$ cat src/rtl/pov_spi_tx_pkg.sv
// Shared fixed-point format and vector ordering for the POV vector link (transmitter and receiver).
// Also holds the transmitter FSM state encoding.
package pov_spi_tx_pkg;

    localparam int F_W    = 24;
    localparam int Q_INT  = 8;
    localparam int Q_FRAC = F_W - Q_INT;
    localparam int N_VEC  = 6;

    // Frame order; PLAYER_X occupies the most significant slot and is sent first.
    typedef enum logic [2:0] {
        PLAYER_X = 3'd0,
        PLAYER_Y = 3'd1,
        FACING_X = 3'd2,
        FACING_Y = 3'd3,
        VPLANE_X = 3'd4,
        VPLANE_Y = 3'd5
    } vec_idx_e;

    typedef enum logic [2:0] {
        ST_IDLE,
        ST_LOW,
        ST_HIGH,
        ST_TRAIL,
        ST_GAP
    } tx_state_e;

endpackage

$ cat src/rtl/pov_spi_tx_spi_clk_div.sv
// Half-period divider: loads DIV-1 on load, counts down to zero, and holds there.
// tc is high while the count is zero, so a phase lasts exactly DIV cycles after its load.
module spi_clk_div #(
    parameter int DIV = 2
) (
    input  logic clk,
    input  logic reset,
    input  logic load,
    output logic tc
);

    localparam logic [7:0] RELOAD = 8'(DIV - 1);

    logic [7:0] cnt;

    always_ff @(posedge clk or posedge reset) begin
        if (reset) begin
            cnt <= 8'd0;
        end else if (load) begin
            cnt <= RELOAD;
        end else if (cnt != 8'd0) begin
            cnt <= cnt - 8'd1;
        end
    end

    assign tc = (cnt == 8'd0);

endmodule

$ cat src/rtl/pov_spi_tx.sv
// SPI mode-0 transmitter: snapshots six W-bit view vectors on start and sends them MSB first in one ss_n frame.
// Optional macro POV_TX_REPEAT_EN lets i_frame_tick start a frame like i_start; all outputs are registered.
module pov_spi_tx
    import pov_spi_tx_pkg::*;
#(
    parameter int W       = F_W,
    parameter int CLK_DIV = 2
) (
    input  logic         clk,
    input  logic         reset,
    input  logic         i_start,
    input  logic [W-1:0] i_playerX,
    input  logic [W-1:0] i_playerY,
    input  logic [W-1:0] i_facingX,
    input  logic [W-1:0] i_facingY,
    input  logic [W-1:0] i_vplaneX,
    input  logic [W-1:0] i_vplaneY,
    input  logic         i_frame_tick,
    output logic         o_sclk,
    output logic         o_mosi,
    output logic         o_ss_n,
    output logic         o_busy,
    output logic         o_done
);

    localparam int BITS = N_VEC * W;
    localparam int BC_W = $clog2(BITS + 1);

    tx_state_e       state, state_nx;
    logic [BITS-1:0] sr;
    logic [BC_W-1:0] bit_cnt;
    logic            tc, trig;
    logic            div_load, load, shift;
    logic            sclk_nx, ss_n_nx, busy_nx, done_nx;

`ifdef POV_TX_REPEAT_EN
    assign trig = i_start | i_frame_tick;
`else
    logic unused_tick;
    assign unused_tick = i_frame_tick;
    assign trig        = i_start;
`endif

    spi_clk_div #(.DIV(CLK_DIV)) u_div (
        .clk   (clk),
        .reset (reset),
        .load  (div_load),
        .tc    (tc)
    );

    always_ff @(posedge clk or posedge reset) begin
        if (reset) begin
            state <= ST_IDLE;
        end else begin
            state <= state_nx;
        end
    end

    always_comb begin
        state_nx = state;
        div_load = 1'b0;
        load     = 1'b0;
        shift    = 1'b0;
        done_nx  = 1'b0;
        case (state)
            ST_IDLE: begin
                if (trig) begin
                    state_nx = ST_LOW;
                    load     = 1'b1;
                    div_load = 1'b1;
                end
            end
            ST_LOW: begin
                if (tc) begin
                    state_nx = ST_HIGH;
                    div_load = 1'b1;
                end
            end
            ST_HIGH: begin
                if (tc) begin
                    shift    = 1'b1;
                    div_load = 1'b1;
                    state_nx = (bit_cnt == BC_W'(1)) ? ST_TRAIL : ST_LOW;
                end
            end
            ST_TRAIL: begin
                if (tc) begin
                    state_nx = ST_GAP;
                    div_load = 1'b1;
                end
            end
            ST_GAP: begin
                if (tc) begin
                    state_nx = ST_IDLE;
                    done_nx  = 1'b1;
                end
            end
            default: state_nx = ST_IDLE;
        endcase
        // Outputs are decoded from the next state so the registered copies line up with it.
        sclk_nx = (state_nx == ST_HIGH);
        ss_n_nx = (state_nx == ST_IDLE) || (state_nx == ST_GAP);
        busy_nx = (state_nx != ST_IDLE);
    end

    // Zero-fill on shift, so mosi returns to 0 once the last bit has left.
    always_ff @(posedge clk or posedge reset) begin
        if (reset) begin
            sr      <= '0;
            bit_cnt <= '0;
            o_sclk  <= 1'b0;
            o_ss_n  <= 1'b1;
            o_busy  <= 1'b0;
            o_done  <= 1'b0;
        end else begin
            o_sclk <= sclk_nx;
            o_ss_n <= ss_n_nx;
            o_busy <= busy_nx;
            o_done <= done_nx;
            if (load) begin
                sr      <= {i_playerX, i_playerY, i_facingX, i_facingY, i_vplaneX, i_vplaneY};
                bit_cnt <= BC_W'(BITS);
            end else if (shift) begin
                sr      <= {sr[BITS-2:0], 1'b0};
                bit_cnt <= bit_cnt - BC_W'(1);
            end
        end
    end

    assign o_mosi = sr[BITS-1];

endmodule

$ cat config.mk
export PLATFORM = sky130hd
export DESIGN_NAME = pov_spi_tx
export DESIGN_NICKNAME = d
export VERILOG_FILES = /design/src/rtl/pov_spi_tx_pkg.sv /design/src/rtl/pov_spi_tx_spi_clk_div.sv /design/src/rtl/pov_spi_tx.sv
export SDC_FILE = /design/constraint.sdc
export NUM_CORES = 1
export LEC_CHECK = 0
export BUFFER_PORTS_ARGS = -buffer_cell sky130_fd_sc_hd__buf_2
export CAP_MARGIN = 20
export CORE_ASPECT_RATIO = 1.5
export CORE_MARGIN = 2
export CORE_UTILIZATION = 50
export DETAILED_ROUTE_END_ITERATION = 10
export PLACE_DENSITY = 0.76
export SLEW_MARGIN = 30
export SYNTH_ARGS = -nofsm -noshare
export SYNTH_HDL_FRONTEND = slang
export SYNTH_HIERARCHICAL = 1
export SYNTH_SLANG_ARGS = --single-unit
$ cat constraint.sdc
create_clock -name clk -period 4.97 [get_ports clk]
set_input_delay 0.994 -clock clk [delete_from_list [all_inputs] [get_ports clk]]
set_output_delay 0.994 -clock clk [all_outputs]
set_load 0.02 [all_outputs]
==> results.toml <==
[worst_setup_path]
path_cells = "inv_1, ha_1, inv_1, nor3_2, buf_4, and4bb_4, buf_12, mux2i_1, o21ai_1"
slowest_stage = "and4bb_4"
critical_path_buf_inv_count = 4
critical_path_class = "reg -> reg"
worstPathArrival_ns = 3.25
startpoint_type = "flop"
worstPathRequired_ns = 5.24
crit_path_end_kind = "flop"
critPathMaxStageDelay_ns = 0.69
path_max_fanout = 41
cp_common_cell = "inv_1"
crit_family = "simple AND/OR/NAND/NOR gates"

[die]
io_pins = 153
die_w_um = 106.8
core-area_um2 = 15550
row_count = 56
die_h_um = 158.2
dieArea_um2 = 16900
initial_core_util = 0.5097

[synth]
syn_area_per_cell_um2 = 10.46
synth_cells = 758
ys_ff_latch = 167
synthTopCellsByArea = "dfrtp_1 (52%), mux2i_1 (18%), o21ai_1 (8.7%), nand2_1 (6.8%), buf_4 (2.5%)"
syn_nets = 909
yosysWarnings = 6
yosysTopAreaCellShare = 0.5239
ys_types = 54
synth_area_um2 = 7929
synthArstFlopShare = 1.000
synth_edf_count = 0
yosys.area.top_type = "dfrtp_1"
ys_seq_area_frac = 0.5272
synthFlopType = "dfrtp_1"

[layout]
multi_input_area_um2 = 3379
seqCellArea_um2 = 4180
final_area_um2 = 9336
final_layout_size_suffix_gt1_frac = 0.2321
syn_to_final_growth_pct = 17.75
layout.cells.non_filler = 1096
fin_nets = 1030
n_fill_cell = 1364

[cts]
cts_hold_buffers = 0
cts_setup_buffers = 0
cts_sinks = 167
clock_path_buffers = 2
clkTransAtPathRegs_ns = 0.07
cts_inserted_buffers = 17
htree_num_levels = 4
cts_tree = "built"
cts_root_buffer = "clkbuf_16"
cts_resized = 0
clock_latency_ns = 0.41

[global_route]
grt.overflow.total = 0
grt_pass1_vias = 5488
grtUsageTotal = 0.1875
grt_max_degree = 175
antenna_found_initial = 1
grt_pass1_wl_um = 25250

[sta]
rsz0062_at_grt = "false"
fmax_ghz = 0.3365
post-route-period-util = 0.5979
drv_slew = 0
finalSetupTns_ns = 0
finalClockSkew_ns = 0.008625
hold_viol_final = 0
setup_viol = 0
worstMarginPinSlew_ns = 0.8649
setup_slack_ns = 1.998
max_slew_margin = 0.4221
fin_crit_ns = 2.972

[routing]
vias_per_cell = 5.178
vias = 5675
drtAntennaViolNets = 0
drt_wl_total_um = 15370
met1_length_um = 6825
drc = 0
dr_wl_met2_um = 7701
met3_length_um = 632
initialDrtViolationCount = 300
wl_per_cell_um = 14.02
first_pass_iters = 4
highest_layer = "met4"

[power]
p_sw_frac = 0.2311
pwr-share-seq = 0.486
power.leakage_uw = 0.004325
p_per_area_nw_per_um2 = 326.5
p_clk_frac = 0.449
peakVddDrop_v = 0.0002066
power_frac_comb = 0.066
power.switching_uw = 704.5
p_int_uw = 2344

[flow_run]
maxCapViolations = 0

[placed_design]
routabilityCongestion = 0.7539
dp.cells = 1063
placed_area_um2 = 8713
place_ws_ns = 2.038
port_buffers = 151
hpwlAfterDp_um = 10410

[run_status]
outcome = "complete, no violations"

[worst_hold_path]
hold_class = "reg -> reg"
==> sequential cells by signal, summed over array words and instances, names as in the netlist <==
signal and count:
u_div/cnt 8, o_done 1, sr 144, bit_cnt 8, o_busy 1, state 3, o_ss_n 1, o_sclk 1
==> synth_stat cells, drive strengths merged (2+ instances only) <==
cell and n:
or2 3, and3 2, nor3 10, o211ai 2, dfrtp 166, nand2 144, ha 3, nand4b 2
a211oi 2, mux2i 143, or2b 3, nand3 4, a21oi 6, nand2b 5, clkbuf 16, nor2 14
nor4b 3, nor4 4, a31oi 2, or3 4, buf 40, o22ai 5, o31ai 2, o21ai 142
nor2b 2, inv 10
==> cells by family after synthesis <==
group	count (synthesis)	share of synthesized area
and+or+nand+nor	207	0.1207
AOI/OAI and AO/OA	171	0.1168
DFF	167	0.5272
muxes	144	0.1819
buffers and inverters	66	0.04860
adders and majority gates	3	0.004735
==> metal layers <==
| metal | up-vias | track usage |
|---|---|---|
| met5 | - | 0 |
| met4 | 0 | 0.06432 |
| met3 | 10 | 0.04076 |
| met2 | 104 | 0.3182 |
| met1 | 2675 | 0.2379 |
| li1 | 2886 | - |
==> final cells by class <==
type | instances | share of cell area
antenna | 1 | 0.0002680
clock buffer | 18 | 0.04597
clock inverter | 14 | 0.02010
inverter | 10 | 0.004422
multi-input combinational | 525 | 0.3620
sequential | 167 | 0.4477
tap | 203 | 0.02720
timing repair buffer | 158 | 0.09233
==> power groups by stage <==
stage	clock, µW	combinational, µW	sequential (µW)
floorplan	0	118	1490
global placement	0	198	1500
detailed placement	0	204	1510
CTS	1400	205	1480
global route	1460	231	1490
finish	1370	200	1480
==> worst paths after layout <==
check | start | to | slack (ns) | cells after the start
max | u_div/cnt[0] | sr[111] | 2.00 | 9
min | bit_cnt[4] | bit_cnt[4] | 0.50 | 1
max reg2reg | u_div/cnt[0] | sr[111] | 2.00 | 9
min reg2reg | bit_cnt[4] | bit_cnt[4] | 0.50 | 1
max in group asynchronous | reset | sr[42] | 3.32 | 3
min in group asynchronous | reset | u_div/cnt[2] | 0.55 | 2
==> placed cells by master, fill, tap and decap left out, drive strengths merged, types with 2 or more instances in the layout <==
cell type / netlist / layout
o21ai: 142 / 142
or3: 4 / 4
a211oi: 2 / 2
or2: 3 / 3
ha: 3 / 3
clkinvlp: 0 / 3
clkinv: 0 / 4
or2b: 3 / 3
nand4b: 2 / 2
a31oi: 2 / 2
nor2: 14 / 14
buf: 40 / 158
nand2b: 5 / 5
o22ai: 5 / 5
inv: 10 / 14
nor4b: 3 / 3
nor3: 10 / 10
nor2b: 2 / 2
clkbuf: 16 / 18
dfrtp: 166 / 166
nor4: 4 / 4
nand2: 144 / 144
and3: 2 / 2
o31ai: 2 / 2
mux2i: 143 / 143
o211ai: 2 / 2
nand3: 4 / 4
a21oi: 6 / 6
bufinv: 0 / 3
==> stage by stage <==
| step | total power, µW | utilization | hold WS (ns) |
|---|---|---|---|
| floorplan | 1612 | - | 0.4599 |
| global placement | 1701 | 0.5602 | 0.4750 |
| detailed placement | 1710 | 0.5602 | 0.4873 |
| CTS | 3085 | 0.5998 | 0.5009 |
| global route | 3179 | 0.6001 | 0.5287 |
| finish | 3048 | 0.6002 | 0.5015 |
No activity file was read; power rests on OpenSTA's default activity.
